## src/rtl/softmax_log_norm.sv

```systemverilog
// Softmax log-normalisation stage: buffers one vector of max-subtracted scores,
// waits for log(sum(exp)) from the LUT, then streams saturated (x_i - log) values.
module softmax_log_norm #(
    parameter int unsigned DATA_W = 19,
    parameter int unsigned LOG_W  = 19,
    parameter int unsigned OUT_W  = 19,
    parameter int unsigned DEPTH  = 16,
    parameter int unsigned ADDR_W = 4
) (
    input  logic              clk,
    input  logic              rst,
    input  logic              in_valid,
    output logic              in_ready,
    input  logic [DATA_W-1:0] in_data,
    input  logic              in_last,
    input  logic              log_valid,
    output logic              log_ready,
    input  logic [LOG_W-1:0]  log_in,
    output logic              out_valid,
    input  logic              out_ready,
    output logic [OUT_W-1:0]  out_data,
    output logic              out_last,
    output logic              busy
);

    localparam int unsigned CNT_W  = ADDR_W + 1;
    localparam int unsigned DIFF_W = ((DATA_W > LOG_W) ? DATA_W : LOG_W) + 1;
    localparam logic signed [DIFF_W-1:0] SAT_MAX = DIFF_W'((2 ** (OUT_W - 1)) - 1);
    localparam logic signed [DIFF_W-1:0] SAT_MIN = DIFF_W'(-(2 ** (OUT_W - 1)));

    typedef enum logic [1:0] {
        FILL,
        WAIT_LOG,
        DRAIN
    } state_t;

    state_t              state_q;
    state_t              state_d;
    logic [CNT_W-1:0]    count_q;
    logic [CNT_W-1:0]    rd_q;
    logic [LOG_W-1:0]    log_q;
    logic [DATA_W-1:0]   mem [DEPTH];

    logic                in_fire_c;
    logic                load_c;
    logic                last_fire_c;
    logic [DATA_W-1:0]   rd_data_c;
    logic signed [DIFF_W-1:0] diff_c;
    logic [OUT_W-1:0]    sat_c;

    // State register
    always_ff @(posedge clk) begin
        if (rst) begin
            state_q <= FILL;
        end else begin
            state_q <= state_d;
        end
    end

    // Next state and handshake readies
    always_comb begin
        state_d   = state_q;
        in_ready  = 1'b0;
        log_ready = 1'b0;
        in_fire_c = 1'b0;
        case (state_q)
            FILL: begin
                in_ready  = !rst;
                in_fire_c = in_valid && !rst;
                if (in_fire_c && (in_last || (count_q == CNT_W'(DEPTH - 1)))) begin
                    state_d = WAIT_LOG;
                end
            end
            WAIT_LOG: begin
                log_ready = !rst;
                if (log_valid) begin
                    state_d = DRAIN;
                end
            end
            DRAIN: begin
                if (last_fire_c) begin
                    state_d = FILL;
                end
            end
            default: state_d = FILL;
        endcase
    end

    assign busy        = (state_q != FILL) || (count_q != '0);
    assign last_fire_c = (state_q == DRAIN) && out_valid && out_ready && out_last;
    // Refill the output register whenever it is empty or being consumed: no bubbles
    assign load_c      = (state_q == DRAIN) && (rd_q < count_q) && (!out_valid || out_ready);
    assign rd_data_c   = mem[rd_q[ADDR_W-1:0]];

    // Sign-extended subtract with clamp to the output range
    always_comb begin
        diff_c = DIFF_W'($signed(rd_data_c)) - DIFF_W'($signed(log_q));
        if (diff_c > SAT_MAX) begin
            sat_c = OUT_W'(SAT_MAX);
        end else if (diff_c < SAT_MIN) begin
            sat_c = OUT_W'(SAT_MIN);
        end else begin
            sat_c = OUT_W'(diff_c);
        end
    end

    // Score buffer; contents are don't-care until written
    always_ff @(posedge clk) begin
        if (in_fire_c) begin
            mem[count_q[ADDR_W-1:0]] <= in_data;
        end
    end

    always_ff @(posedge clk) begin
        if (rst) begin
            count_q   <= '0;
            rd_q      <= '0;
            log_q     <= '0;
            out_valid <= 1'b0;
            out_data  <= '0;
            out_last  <= 1'b0;
        end else begin
            if (in_fire_c) begin
                count_q <= count_q + CNT_W'(1);
            end
            if ((state_q == WAIT_LOG) && log_valid) begin
                log_q <= log_in;
                rd_q  <= '0;
            end
            if (load_c) begin
                out_valid <= 1'b1;
                out_data  <= sat_c;
                out_last  <= (rd_q == (count_q - CNT_W'(1)));
                rd_q      <= rd_q + CNT_W'(1);
            end else if (out_ready) begin
                out_valid <= 1'b0;
                out_last  <= 1'b0;
            end
            if (last_fire_c) begin
                count_q <= '0;
            end
        end
    end

endmodule

```

## config.mk

```make
export PLATFORM = sky130hd
export DESIGN_NAME = softmax_log_norm
export DESIGN_NICKNAME = d
export VERILOG_FILES = /design/src/rtl/softmax_log_norm.sv
export SDC_FILE = /design/constraint.sdc
export NUM_CORES = 1
export LEC_CHECK = 0
export CORE_MARGIN = 2
export CORE_UTILIZATION = 46
export CTS_CLUSTER_DIAMETER = 50
export DETAILED_ROUTE_END_ITERATION = 8
export SLEW_MARGIN = 15
export SYNTH_ARGS = -nofsm -noshare
export SYNTH_HDL_FRONTEND = slang
export SYNTH_SLANG_ARGS = --single-unit
```

## constraint.sdc

```tcl
create_clock -name clk -period 5.4 [get_ports clk]
set_clock_uncertainty 0.2 [all_clocks]
set_input_delay 1.35 -clock clk [delete_from_list [all_inputs] [get_ports clk]]
set_output_delay 1.35 -clock clk [all_outputs]
set_load 0.05 [all_outputs]
```

# --- Word level (Yosys, flattened, before mapping) ---
# Memories as Yosys holds them, arrays and structs flattened. A register that Yosys moved wholly into a read port is not among the register bits.
# Cells that the tools add are included.
word_totals:
  register_bits: 52
  latchBits: 0
  mem_bits_rw: 304
  romBits: 0
  input_bits: 44
  output_inout_bits: 24
  elab_cells: 60
  mem_count: 1
op_classes:
  add_sub_neg: 4
  n_mul: 0
  div_mod_pow: 0
  magnitude_cmp: 3
  n_eq_ne: 7
  shift: 0
  n_mux: 18
  n_bitwise: 0
  reduce_logical: 20
mem_list:
  columns: ["memory", "words", "width", "read_ports", "rd_clocked_by_memory_dff", "write_ports", "line", "source"]
  rows:
  - ["mem", 16, 19, 1, 1, 1, "42", "logic [DATA_W-1:0] mem [DEPTH];"]
ops:
  columns: ["op", "count"]
  rows:
  - ["two-way mux 19 bit", 2]
  - ["> comparator 20 x 19 -> 1 bit, second input constant", 1]
  - ["less-than comparator 20 x 19 -> 1 bit, second input constant", 1]
  - ["subtractor 19 x 19 -> 20 bit", 1]
  - ["adder 5 x 1 -> 5 bit, second input constant", 2]
  - ["two-way mux 5 bit", 2]
  - ["logical AND 1 bit", 8]
  - ["two-way mux 1 bit", 8]
  - ["two-way mux 4 bit", 2]
  - ["two-way mux 2 bit", 3]
  - ["!= test 2 bit, second input constant", 3]
  - ["one-hot mux 2 bit (3 select lines)", 1]
  - ["nonzero test 2 bit", 3]
  - ["equality test 5 x 4 -> 1 bit, second input constant", 1]
  - ["equality test 5 bit", 1]
  - ["less-than comparator 5 bit", 1]
  - ["nonzero test 5 bit", 1]
  - ["subtractor 5 x 1 -> 5 bit, second input constant", 1]
  - ["logical OR 1 bit", 3]
  - ["AND reduction 3 bit", 1]
  - ["equality test 2 x 1 -> 1 bit, second input constant", 1]
  - ["equality test 2 bit, second input constant", 1]
  - ["logical NOT 1 bit", 2]
  - ["logical NOT 2 bit", 1]
  - ["OR reduction 2 bit", 1]

# --- Logic depth before layout (Yosys ltp) ---
# Gate-level depths: netlist (run 1).
logic_depth:
  word_depth: 6
  ltp_mapped: 16
  mapped_depth_nobuf: 13

# --- Worst setup path after synthesis (run 1) ---
# Ideal clock, no wire load.
synth_timing:
  path_type: "input port to flip-flop"
  start: "input rst"
  end: "memory mem[3][0], enable pin"
  setup_time_ns: 0.419
  arrival_time_ns: 4.478
  required_ns: 4.781
  path_slack_ns: 0.303
  path_stages: 5
  path_buffers: 1
  cell_sequence: "nor3_1 and2_1 clkbuf_1 nand2_1 nor3_1"
synth_between:
  elab_chain_len: 5
synth_lines:
  columns: ["element", "line", "source"]
  rows:
  - ["from (decl)", "11", "input logic rst,"]
  - ["logical NOT 1 bit", "69", "in_fire_c = in_valid && !rst;"]
  - ["logical AND 1 bit", "69", null]
  - ["two-way mux 1 bit", "66", "case (state_q)"]
  - ["two-way mux 1 bit", "109", "if (in_fire_c) begin"]
  - ["two-way mux 1 bit (implied by the code)", "110", "mem[count_q[ADDR_W-1:0]] <= in_data;"]
  - ["to (decl)", "42", null]
# No other way between the ends.

==> results.toml, run 1 <==
[run_status]
status = "finished clean"

[die]
row_count = 66
die_area_um2 = 34400
core_area_um2 = 32500
io_pins = 68
die_x_um = 185
start_util_pct = 46.7
dieHeight_um = 185

[detailed_routing]
wl_per_cell_um = 22.6
num_vias = 8015
dr.pass1.iters = 5
ant_nets = 0
drt-initial-drc-count = 533
route.detailed.drc = 0
vias_per_cell = 5.51
wl_um = 32900

[synthesis]
synth_area_leaders = "edfxtp_1, mux4_2, dfxtp_1, ha_1, nand2_1"
ys_ff_latch = 360
synth_nets = 967
synth_top_area_share_pct = 60.3
synth_common_cells = "edfxtp_1, mux4_2, nand2_1"
syn_area_um2 = 15100
ys_seq_area_share_pct = 67.7
synth_top_area_cell = "edfxtp_1"
synth_flop_cell = "edfxtp_1"
post-synth-top-count-cell = "edfxtp_1"
syn_inst = 890
yosysWarnings = 0
syn-mean-instance-area_um2 = 17.0
ys_types = 58
async_flop_share_pct = 0
synth-edff-count = 304

[cts]
cts_inserted_buffers = 40
clk_path_buf_depth = 3
cts_tree = "done"
post_cts_buffers = 0
clk_latency_ns = 0.53
ctsHoldBuffers = 0
h-tree-depth = 2
cts_resized = 0
cts.sinks = 360
path_clk_slew_ns = 0.05
cts_root_buf = "clkbuf_16"

[setup_path]
crit_type = "register to register"
end_kind = "register"
reg2regPathDepth = 12
cp-start-kind = "register"
crit_required_ns = 5.62
worstPathArrival_ns = 4.72
rrSetupSlack_ns = 0.90
critPathMaxFanout = 24

[grt]
antenna_found_initial = 1
grt_pass1_vias = 8183
grt_use_total_pct = 19.8
grt_max_degree = 49
grt_overflow_total = 0
grt_pass1_wl_um = 50000

[layout]
n_antenna_cell = 0
fillCellCount = 2606
layoutNonFillerInstCount = 1455
drive_gt1_share_pct = 23.1
area_growth_pct = 17.2
post-route-util_pct = 54.7
num-nets-final = 1061

[power]
power_frac_clock_pct = 43.2
cellPowerDensity_nw_per_um2 = 338
switchingPower_uw = 1260
peakVddDrop_mv = 0.194
internal_power_uw = 4730
p_leak_uw = 0.00551
power_frac_comb_pct = 6.0
swShare_pct = 21.0
seqPwrFrac_pct = 50.7

[timing]
fmax_ghz = 0.222
hold_viol_final = 0
worst_pin_slew_ns = 0.838
slew_violations = 0
maxSlewHeadroom_pct = 44.0
finalSetupTns_ns = 0
timing.final.crit_share_pct = 83.3
rsz0062_at_grt = "false"
setup_viol = 0
post-route-min-period_ns = 4.50

[placed_design]
gp_congestion = 0.872
port_buffers = 67
dp_hpwl_um = 19600
place_inst = 1384

[job]
maxCapViolCount = 0

[min_path]
whs_path_depth = 2
hp-class = "register to register"
-- registers in the layout (all words and copies together) (netlist names), named ones only --
register,cells
out_data,19
rd_q,5
out_last,1
log_q,19
out_valid,1
count_q,5
mem,304
state_q,2
-- critical path, stage by stage, from the launching register on --
cell      delay (ns)
dfxtp_4         0.68
buf_4           0.27
mux4_2          0.51
mux4_2          0.53
ha_1            0.44
o21a_1          0.16
nor2_1          0.08
a311oi_4        0.30
a21oi_2         0.11
a221o_1         0.30
buf_4           0.21
maj3_1          0.37
a211oi_1        0.23
-- cells by family after synthesis --
kind of cell,share of synthesized area [%]
adders and majority gates,4.06
xor gates and xnor gates,1.33
muxes,14.4
and+or+nand+nor,4.92
DFF,67.7
AOI/OAI and AO/OA,5.47
buffers and inverters,2.15
-- per-stage QoR --
| step | power, uW | setup slack [ns] | hold WS, ns | cell area, um^2 |
|---|---|---|---|---|
| final | 5990 | 0.903 | 0.257 | 17700 |
| after detailed placement | 3460 | 0.885 | 0.251 | 16500 |
| after global placement | 3460 | 0.887 | 0.245 | 16500 |
| after floorplan | 3340 | 0.303 | 0.236 | 15100 |
| after CTS | 6060 | 0.854 | 0.261 | 17700 |
| after global routing | 6200 | 0.645 | 0.272 | 17700 |
-- power by group through the flow --
| stage | Clock (uW) | Combinational (uW) | Sequential [uW] |
|---|---|---|---|
| floorplan | 0 | 231 | 3110 |
| finish | 2590 | 362 | 3040 |
| global placement | 0 | 363 | 3100 |
| CTS | 2650 | 365 | 3040 |
| detailed placement | 0 | 363 | 3100 |
| global route | 2760 | 396 | 3040 |
-- placed cells by master (no fill, tap or decap), drive strengths merged, types with 32 or more instances in the layout --
cell type / count
dfxtp: 56
a21oi: 44
edfxtp: 304
ha: 32
nand2: 60
clkbuf: 56
inv: 34
clkdlybuf4s50: 66
mux4: 95
nor2: 56
buf: 32
-- worst paths after layout --
path                                 from          end
worst min register to register  log_q[15]    log_q[15]
worst min-delay path            log_q[15]    log_q[15]
worst max register to register   register  out_data[6]
worst max-delay path             register  out_data[6]
-- metal layers --
metal | up-vias | share of wire, % | GRT usage (%)
met5 | - | 0.024 | 0
met3 | 46 | 4.9 | 3.31
met4 | 2 | 1.7 | 4.95
li1 | 3696 | - | -
met1 | 4089 | 45 | 27.9
met2 | 182 | 48 | 32.4
-- final cells by class --
class	instances	area, um^2	share of cell area, %
sequential	360	10300	57.8
clock buffer	56	1080	6.10
tap	442	553	3.12
timing repair buffer	98	936	5.27
inverter	31	116	0.656
clock inverter	15	174	0.980
multi-input combinational	453	4630	26.1
No activity file was read; power rests on OpenSTA's default activity.
==> inputs of run 2 (changes only) <==
- PLACE_DENSITY: not set -> 0.66
- clock period: 5.4 -> 3.64 ns (I/O delays scaled with it)
==> run 2 against run 1 <==
  * The flow now finishes with violations (setup timing)
  * Sequential power up 48%
  * Critical path depth up 1
  * First-iteration DRC count up 10%
  * Worst setup slack worse by 1.4 ns
  * Critical path type unchanged
  * Largest cell class unchanged
  * Highest routed layer is now met4
==> results.toml, run 2 (synthesis results as in run 1) <==
[run_status]
status = "finished with violations"
violations = "setup timing"

[timing]
finalSetupTns_ns = -7.88
fmax_ghz = 0.244
slew_violations = 0
timing.final.crit_share_pct = 113
worst_pin_slew_ns = 0.677
fin_ws_ns = -0.463
setup_viol = 19
post-route-min-period_ns = 4.10
hold_viol_final = 0
rsz0062_at_grt = "true"
maxSlewHeadroom_pct = 54.8

[power]
peakVddDrop_mv = 0.240
seqPwrFrac_pct = 51.5
power_frac_clock_pct = 41.0
power_uw = 8750
swShare_pct = 21.7
power_frac_comb_pct = 7.5
internal_power_uw = 6850
cellPowerDensity_nw_per_um2 = 466
p_leak_uw = 0.00595
switchingPower_uw = 1900

[placed_design]
preCtsSetupSlack_ns = -0.651
gp_congestion = 0.900
place_inst = 1451
dp_hpwl_um = 20300
port_buffers = 67

[layout]
final_cell_mix = "edfxtp_1, mux4_2, buf_4"
drive_gt1_share_pct = 32.2
layout_commonest_cell = "edfxtp_1"
register_area_um2 = 10300
area_growth_pct = 24.0
post-route-util_pct = 57.9
largest_reg_flops = 304
fillCellCount = 2442
multi_input_area_um2 = 4880
layoutNonFillerInstCount = 1536
num-nets-final = 1141

[detailed_routing]
vias_per_cell = 5.45
dr.pass1.iters = 5
drt-initial-drc-count = 588
num_vias = 8370
route.detailed.drc = 0
ant_nets = 0
wl_um = 33400
wl_per_cell_um = 21.7

[setup_path]
crit_required_ns = 3.89
crit_type = "register to register"
cp-start-kind = "register"
critPathMaxFanout = 19
worstPathArrival_ns = 4.35
end_kind = "register"

[job]
maxCapViolCount = 0

[grt]
grt_use_total_pct = 19.9
grt_max_degree = 49
antenna_found_initial = 1
grt_pass1_wl_um = 50300
grt_pass1_vias = 8435
grt_overflow_total = 0

[cts]
cts_inserted_buffers = 39
cts_root_buf = "clkbuf_16"
h-tree-depth = 2
clk_latency_ns = 0.52
path_clk_slew_ns = 0.06
clk_path_buf_depth = 3
cts.sinks = 360
cts_tree = "done"

[die]
start_util_pct = 46.7
dieHeight_um = 185
io_pins = 68
die_area_um2 = 34400
row_count = 66
core_area_um2 = 32500
die_x_um = 185

[min_path]
hold_path_startpoint = "log_q[13]"
hp-class = "register to register"
==> run 2: worst paths after layout <==
| kind | end | slack (ns) | cells after the start |
|---|---|---|---|
| setup / recovery | out_data[4] | -0.46 | 13 |
| setup reg to reg | out_data[4] | -0.46 | 13 |
| hold reg to reg | log_q[13] | 0.26 | 2 |
| hold / removal | log_q[13] | 0.26 | 2 |
==> run 2: final cells by class <==
cell class                 instances  share of cell area (%)
sequential                       360                    54.6
multi-input combinational        453                    26.0
timing repair buffer             179                    9.65
clock buffer                      51                    5.56
tap                              442                    2.94
inverter                          31                   0.620
clock inverter                    19                   0.600
antenna                            1                  0.0133
==> run 2: critical path, stage by stage (launching register included) <==
cell and delay (ns):
dfxtp_4 0.40, buf_12 0.13, buf_16 0.16, mux4_2 0.52, mux4_2 0.58, ha_4 0.30, o211a_4 0.15, o31ai_4 0.08
a311oi_4 0.32, a21oi_2 0.12, a221o_1 0.35, buf_12 0.17, maj3_1 0.36, a211oi_2 0.17
==> run 2: repair_timing <==
item,4_1_cts,5_1_grt
setup buffers,9,4
endpoints found under the setup margin,19,19
pin swaps,8,26
cloned,1,1
hold buffers,0,0
gates resized for setup,11,23
==> run 2: metrics by stage <==
| step | hold WS (ns) | area [um^2] |
|---|---|---|
| final | 0.256 | 18800 |
| after global routing | 0.278 | 18800 |
| after CTS | 0.258 | 18600 |
| after detailed placement | 0.250 | 17300 |
| after global placement | 0.244 | 17300 |
| after floorplan | 0.236 | 15400 |
==> run 2: power groups by stage <==
stage	Clock [uW]	Sequential, uW	Combinational (uW)
2_1_floorplan	0	4610	359
3_3_place_gp	0	4600	606
3_5_place_dp	0	4600	614
4_1_cts	3670	4510	634
5_1_grt	3830	4510	715
6_report	3580	4510	657
==> run 2: routing by layer <==
layer / track usage [%] / share of wire [%] / routed length (um) / vias up
met1: 26.8 / 42 / 14100 / 4237
met2: 33.9 / 51 / 17000 / 226
met4: 4.98 / 1.6 / 523 / 0
met3: 3.56 / 5.3 / 1770 / 45
li1: - / - / - / 3862
met5: 0 / 0 / 0 / -
